**config.mk**
```make
export PLATFORM = sky130hd
export DESIGN_NAME = reset_sequencer
export DESIGN_NICKNAME = d
export VERILOG_FILES = /design/src/rtl/reset_sequencer_pkg.sv /design/src/rtl/reset_sequencer_btn_debounce.sv /design/src/rtl/reset_sequencer.sv
export SDC_FILE = /design/constraint.sdc
export NUM_CORES = 1
export LEC_CHECK = 0
export ABC_AREA = 1
export BUFFER_PORTS_ARGS = -buffer_cell sky130_fd_sc_hd__buf_2
export CORE_UTILIZATION = 51
export DETAILED_ROUTE_END_ITERATION = 10
export PLACE_DENSITY = 0.69
export SLEW_MARGIN = 30
export SYNTH_ARGS = -nofsm -noshare
export SYNTH_HDL_FRONTEND = slang
export SYNTH_HIERARCHICAL = 1
export SYNTH_SLANG_ARGS = --single-unit
```
**constraint.sdc**
```tcl
create_clock -name clk -period 3.45 [get_ports clk]
set_input_delay 0.69 -clock clk [delete_from_list [all_inputs] [get_ports clk]]
set_output_delay 0.69 -clock clk [all_outputs]
set_load 0.01 [all_outputs]
```
**src/rtl/reset_sequencer_pkg.sv**
```systemverilog
// Shared state encoding for the board reset sequencer.
package reset_sequencer_pkg;

  localparam int STATE_W = 3;

  typedef enum logic [STATE_W-1:0] {
    WAIT_LOCK = 3'd0,
    STABLE    = 3'd1,
    PERIPH    = 3'd2,
    RUN       = 3'd3
  } state_t;

endpackage

```
**src/rtl/reset_sequencer_btn_debounce.sv**
```systemverilog
// Button synchronizer + debouncer: btn_lvl follows the button once it has held
// a new level for DEBOUNCE_CYCLES samples; btn_req pulses as btn_lvl rises.
module btn_debounce #(
  parameter int DEBOUNCE_CYCLES = 65536
) (
  input  logic clk,
  input  logic reset,
  input  logic btn_reset,
  output logic btn_lvl,
  output logic btn_req
);

  localparam int DB_W = $clog2(DEBOUNCE_CYCLES + 1);
  localparam logic [DB_W-1:0] DB_LAST = DB_W'(DEBOUNCE_CYCLES - 1);

  logic            btn_meta;
  logic            btn_s;
  logic [DB_W-1:0] db_cnt;

  always_ff @(posedge clk or posedge reset) begin
    if (reset) begin
      btn_meta <= 1'b0;
      btn_s    <= 1'b0;
    end else begin
      btn_meta <= btn_reset;
      btn_s    <= btn_meta;
    end
  end

  // db_cnt counts consecutive samples that disagree with the current level;
  // the level flips on the sample that completes the run.
  always_ff @(posedge clk or posedge reset) begin
    if (reset) begin
      db_cnt  <= '0;
      btn_lvl <= 1'b0;
      btn_req <= 1'b0;
    end else begin
      btn_req <= 1'b0;
      if (btn_s == btn_lvl) begin
        db_cnt <= '0;
      end else if (db_cnt == DB_LAST) begin
        db_cnt  <= '0;
        btn_lvl <= btn_s;
        btn_req <= btn_s;
      end else begin
        db_cnt <= db_cnt + 1'b1;
      end
    end
  end

endmodule

```
**src/rtl/reset_sequencer.sv**
```systemverilog
// Releases periph_reset after a stable PLL lock, then sys_reset a fixed delay
// later; lock loss or a debounced button press drops straight back to WAIT_LOCK.
module reset_sequencer
  import reset_sequencer_pkg::*;
#(
  parameter int LOCK_STABLE_CYCLES   = 1024,
  parameter int PERIPH_TO_SYS_CYCLES = 16,
  parameter int DEBOUNCE_CYCLES      = 65536
) (
  input  logic               clk,
  input  logic               reset,
  input  logic               pll_locked,
  input  logic               btn_reset,
  output logic               periph_reset,
  output logic               sys_reset,
  output logic               ready,
  output logic [STATE_W-1:0] state,
  output logic [7:0]         lock_loss_count
);

  localparam int MAX_CYC = (LOCK_STABLE_CYCLES > PERIPH_TO_SYS_CYCLES) ?
                           LOCK_STABLE_CYCLES : PERIPH_TO_SYS_CYCLES;
  localparam int CNT_W = (MAX_CYC > 1) ? $clog2(MAX_CYC) : 1;
  localparam logic [CNT_W-1:0] STABLE_LAST = CNT_W'(LOCK_STABLE_CYCLES - 1);
  localparam logic [CNT_W-1:0] PERIPH_LAST = CNT_W'(PERIPH_TO_SYS_CYCLES - 1);

  logic             lock_meta;
  logic             lock_s;
  logic             btn_lvl;
  logic             btn_req;
  logic             abort;
  state_t           state_q;
  state_t           state_nxt;
  logic [CNT_W-1:0] cnt_q;
  logic [CNT_W-1:0] cnt_nxt;

  btn_debounce #(
    .DEBOUNCE_CYCLES(DEBOUNCE_CYCLES)
  ) u_btn_debounce (
    .clk      (clk),
    .reset    (reset),
    .btn_reset(btn_reset),
    .btn_lvl  (btn_lvl),
    .btn_req  (btn_req)
  );

  always_ff @(posedge clk or posedge reset) begin
    if (reset) begin
      lock_meta <= 1'b0;
      lock_s    <= 1'b0;
    end else begin
      lock_meta <= pll_locked;
      lock_s    <= lock_meta;
    end
  end

  assign abort = !lock_s || btn_req;

  // Falling through to the WAIT_LOCK default is the abort path for every state.
  always_comb begin
    state_nxt = WAIT_LOCK;
    cnt_nxt   = '0;
    case (state_q)
      WAIT_LOCK: if (lock_s && !btn_lvl) state_nxt = STABLE;
      STABLE: begin
        if (!abort) begin
          if (cnt_q == STABLE_LAST) begin
            state_nxt = PERIPH;
          end else begin
            state_nxt = STABLE;
            cnt_nxt   = cnt_q + 1'b1;
          end
        end
      end
      PERIPH: begin
        if (!abort) begin
          if (cnt_q == PERIPH_LAST) begin
            state_nxt = RUN;
          end else begin
            state_nxt = PERIPH;
            cnt_nxt   = cnt_q + 1'b1;
          end
        end
      end
      RUN:     if (!abort) state_nxt = RUN;
      default: state_nxt = WAIT_LOCK;
    endcase
  end

  // Outputs decode state_nxt so resets reassert on the edge that aborts.
  always_ff @(posedge clk or posedge reset) begin
    if (reset) begin
      state_q         <= WAIT_LOCK;
      cnt_q           <= '0;
      periph_reset    <= 1'b1;
      sys_reset       <= 1'b1;
      ready           <= 1'b0;
      lock_loss_count <= 8'd0;
    end else begin
      state_q      <= state_nxt;
      cnt_q        <= cnt_nxt;
      periph_reset <= (state_nxt != PERIPH) && (state_nxt != RUN);
      sys_reset    <= (state_nxt != RUN);
      ready        <= (state_nxt == RUN);
      if ((state_q == RUN) && !lock_s && (lock_loss_count != 8'hFF))
        lock_loss_count <= lock_loss_count + 8'd1;
    end
  end

  assign state = state_q;

endmodule

```
Word level (Yosys, flattened, before mapping)

Index checks and enable logic that the tools add are counted.

$add $sub $neg: 3
Eq/ne operators: 11
Muxes and demuxes: 16
Bitwise operators: 1
Reduce and logical (&&, ||, !) cells: 9

Operators with widths:

| kind                                                               | count |
|---|---|
| 10-bit 2-to-1 mux                                                  | 4 |
| 17-bit 2-to-1 mux                                                  | 2 |
| 10-bit case mux with 2 select lines                                | 1 |
| 17-bit by 1-bit adder with 17-bit output (second input constant)   | 1 |
| 17-bit by 16-bit == test with 1-bit output (second input constant) | 1 |
| 3-bit case mux with 4 select lines                                 | 1 |
| 10-bit by 1-bit adder with 10-bit output (second input constant)   | 1 |
| 10-bit == test (second input constant)                             | 1 |
| 10-bit by 4-bit == test with 1-bit output (second input constant)  | 1 |
| 3-bit by 2-bit == test with 1-bit output (second input constant)   | 3 |
| 8-bit by 1-bit adder with 8-bit output (second input constant)     | 1 |
| 2-bit 2-to-1 mux                                                   | 4 |
| 8-bit != test (second input constant)                              | 1 |
| 3-bit by 2-bit != test with 1-bit output (second input constant)   | 2 |
| 1-bit logical AND                                                  | 4 |
| 1-bit 2-to-1 mux                                                   | 4 |
| 3-bit by 1-bit == test with 1-bit output (second input constant)   | 1 |
| 3-bit zero test                                                    | 1 |
| 1-bit zero test                                                    | 2 |
| 2-bit AND reduction                                                | 1 |
| 1-bit == test                                                      | 1 |
| 1-bit logical OR                                                   | 1 |
| 1-bit NOT                                                          | 1 |

Flip-flop bits (word level): 47
Input bits: 4
Output and inout port bits: 14

Logic depth before layout (Yosys ltp)

Word-level depth: 6
Gate-level depth with buffers: 9
Depth with buffers taken out: 9

Cells and area by module

Netlist, hierarchy kept.

Modules (own cells, without submodules):

| module          | times used | cells an instance | area an instance (µm²) | sequential area each (µm²) |
|---|---|---|---|---|
| reset_sequencer | 1          | 150               | 1328.8                 | 628.1 |
| btn_debounce    | 1          | 139               | 1097.3                 | 525.5 |

Worst setup path after synthesis

OpenSTA, ideal clock, no wires.

Path type: register to register
Start point: register lock_loss_count[0]
End point: register lock_loss_count[5]
Setup time: 0.116 ns
Data arrival time: 1.174 ns
Path slack: 2.159 ns
Stages on the path, launching flop included: 9
Path buffers: 0
Cell sequence: dfrtp_1 > ha_1 > nand2_1 > nor3_4 > nand2_2 > nand2_4 > inv_4 > nand2_1 > nand2_1

Cells in the longest elaborated chain, start to end: 2
Elaborated cells between the ends (all ways): 3
Classes of those cells: 1 x add/sub; 1 x eq/ne; 1 x reduce/logical

Ends and longest elaborated chain:

| what                                                                                           | RTL line               | source |
|---|---|---|
| start, declared                                                                                | reset_sequencer.sv:18  | `output logic [7:0] lock_loss_count` |
| start signal, assigned                                                                         | reset_sequencer.sv:106 | `lock_loss_count <= lock_loss_count + 8'd1;` |
| parallel branches: the longest is 2 deep, another holds 8-bit by 1-bit adder with 8-bit output | n/a                    |  |

Several ways; the timed one is not identified.
A chain may end at the register's enable or synchronous reset.

Worst setup path in the final report

Start point: register lock_loss_count[3]
End point: output lock_loss_count[3]

No word-level cell between the ends.

==> run_results.csv <==
group,metric,value,unit
setup_path,critPathKind,"flop to output port",
yosys,netlist_instances,289,
detailed_routing,ant_nets,0,
yosys,synth_area_leader_cell,"dfrtp_1",
pwr,finalPower,1.07,mW
setup_path,crit_path_top_delay_cell,"dfrtp_1",
setup_path,critical-path-max-stage-delay,0.46,ns
yosys,yosys_warnings,6,
yosys,synth.distinct_cells,30,
clock_network,path_clk_slew,0.08,ns
floorplanning,ios,18,
clock_network,ctsHtreeMaxLevel,2,
pwr,p_per_area,397,nW/um2
yosys,synth_nets,300,
floorplanning,rows,24,
grt,grt_overflow,0,
grt,antenna_found_initial,0,
finish,syn2layout_area_growth,11.3,%
sta,slew_violations,0,
grt,grt_max_degree,26,
floorplanning,die_h,71.0,um
sta,skew,0.00293,ns
pwr,peakVddDrop,232,uV
yosys,ys_seq_area_share,47.6,%
finish,fin_util,60.4,%
pwr,p_leak,1.34,nW
sta,finalCritPeriodShare,47.3,%
finish,num_antenna_cells,0,
sta,slew_headroom,45.2,%
clock_network,cts_buffers,5,
grt,grt_usage,19.5,%
floorplanning,coreArea,4470,um2
place,io_buffers,16,
finish,nNetsFinal,322,
clock_network,ctsHoldBuffers,0,
clock_network,cts_resized,0,
yosys,synth_common_cells,"nand2_1 (71), nor2_1 (50), dfrtp_1 (44)",
yosys,synth.top_cell.area_share,45.4,%
sta,tns,0,ns
setup_path,crit_buf_inv,1,
clock_network,clockBufferDepth,2,
grt,grt_pass1_wl,7.60,mm
yosys,synthTopCellsByArea,"dfrtp_1 (45%), nand2_1 (11%), nor2_1 (7.7%)",
clock_network,cts_setup_buffers,0,
clock_network,cts.sinks,46,
detailed_routing,remaining_drc_errors,0,
sta,max_freq,613,MHz
setup_path,required,2.76,ns
yosys,synthFlopType,"dfrtp_1",
detailed_routing,drtPass1Iterations,6,
sta,period_needed,1.63,ns
floorplanning,start_util,54.2,%
yosys,ys_seq_elements,46,
setup_path,end_kind,"output port",
yosys,synth_area,2430,um2
place,hpwl,3.11,mm
setup_path,cpLargestDelayFamily,"flip-flops",
place,dp.cells,356,
detailed_routing,detail_route.wl_per_cell,11.4,um
grt,grt_pass1_vias,1769,
detailed_routing,drt_iter0_markers,53,
sta,rsz0062_at_grt,"no",
sta,holdWs,0.353,ns
detailed_routing,via_per_inst,4.88,
min_path,hp-class,"flop to flop",
clock_network,cts_tree,"built",
floorplanning,fp.dieW,71.0,um
sta,hold_viol,0,
clock_network,cts-root-buf,"clkbuf_8",
setup_path,rrSetupSlack,2.00,ns
setup_path,worstPathArrival,0.94,ns
yosys,ys_async_sr_fraction,100,%
place,gp_congestion,0.836,
finish,multi_input_area,1130,um2
finish,drive_above_1_share,18.6,%
setup_path,cp-start-kind,"flop",
yosys,synth_enable_flop_cells,0,
finish,nFillCells,414,
status,run_status,"completed",
finish,seq_area,1150,um2
detailed_routing,routed_wl,4.16,mm
setup_path,path_max_fanout,6,
run,max_cap_viol_count,0,
clock_network,insertion_delay,0.30,ns
floorplanning,dieArea,5040,um2
setup_path,path_cells,"buf_2",
finish,fin_cells,364,
detailed_routing,via_count,1778,
sta,setup_viol_count_final,0,
yosys,yosysMostFrequentCell,"nand2_1",
sta,tightest_slew,0.822,ns
yosys,synth.avg_cell_area,8.39,um2
## state kept, by name, summed over array words and instances (netlist names)
signal	count
u_btn_debounce/btn_req	1
sys_reset	1
state	2
lock_loss_count	8
ready	1
u_btn_debounce/btn_meta	1
u_btn_debounce/btn_lvl	1
lock_s	1
cnt_q	10
lock_meta	1
periph_reset	1
u_btn_debounce/db_cnt	17
u_btn_debounce/btn_s	1
## through the flow
stage / area, um2 / setup slack (ns)
after global placement: 2560 / 1.90
final: 2700 / 1.82
after detailed placement: 2560 / 1.89
after CTS: 2700 / 1.81
after floorplan: 2430 / 2.16
after global routing: 2700 / 1.78
## routing by layer
metal  GRT usage (%)  routed length (um)  part of all wire [%]  vias to the layer above
li1                -                   -                     -                      926
met1            24.5                1960                    47                      833
met2            32.8                2050                    49                       13
met3            4.70                  92                   2.2                        6
met4            7.33                  63                   1.5                        0
met5               0                   0                     0                        -
## final cells by class
class,count,share of cell area [%]
multi-input cells,206,41.7
flip-flops and latches,46,42.7
inverters,36,5.09
well taps,52,2.41
clock buffers,5,2.55
repair buffers,16,2.96
clock inverters,3,2.55
## power breakdown
| group | switching (mW) | total, mW | leakage (nW) | internal, mW |
|---|---|---|---|---|
| Combinational | 0.0327 | 0.0460 | 0.652 | 0.0133 |
| Clock | 0.183 | 0.473 | 0.0683 | 0.290 |
| Sequential | 0.00747 | 0.554 | 0.622 | 0.547 |
## kinds of logic after synthesis
| family | Yosys count | synth area share, % |
|---|---|---|
| buffers and inverters | 37 | 5.98 |
| xor gates and xnor gates | 21 | 8.20 |
| and+or+nand+nor | 166 | 31.3 |
| adders and majority gates | 7 | 3.61 |
| DFF | 46 | 47.6 |
| other | 1 | 0.155 |
| AOI/OAI and AO/OA | 11 | 3.20 |
## cells in the final DEF (no fill, tap or decap), types with 3 or more instances in the layout
| cell | n |
|---|---|
| clkbuf_8 | 5 |
| ha_1 | 7 |
| nor3_1 | 4 |
| nor2_2 | 5 |
| nand2_1 | 71 |
| xor2_1 | 11 |
| inv_2 | 4 |
| o21bai_1 | 4 |
| o21ai_0 | 4 |
| buf_2 | 16 |
| nor2_1 | 50 |
| xnor2_1 | 8 |
| dfrtp_1 | 44 |
| nand3_1 | 15 |
| nand2_2 | 9 |
| nand3_2 | 3 |
| inv_1 | 31 |
## path summary, 6_finish.rpt
| check | from | endpoint | cells after the start |
|---|---|---|---|
| max | lock_loss_count[3]$_DFFE_PP0P_ | lock_loss_count[3] | 1 |
| min | lock_meta$_DFF_PP0_ | lock_s$_DFF_PP0_ | 0 |
| max reg2reg | u_btn_debounce/db_cnt[0]$_DFF_PP0_ | u_btn_debounce/db_cnt[11]$_DFF_PP0_ | 6 |
| min reg2reg | lock_meta$_DFF_PP0_ | lock_s$_DFF_PP0_ | 0 |
| max in group asynchronous | reset | u_btn_debounce/db_cnt[10]$_DFF_PP0_ | 2 |
| min in group asynchronous | reset | cnt_q[1]$_DFF_PP0_ | 2 |
Power figures use the tool's default switching activity.
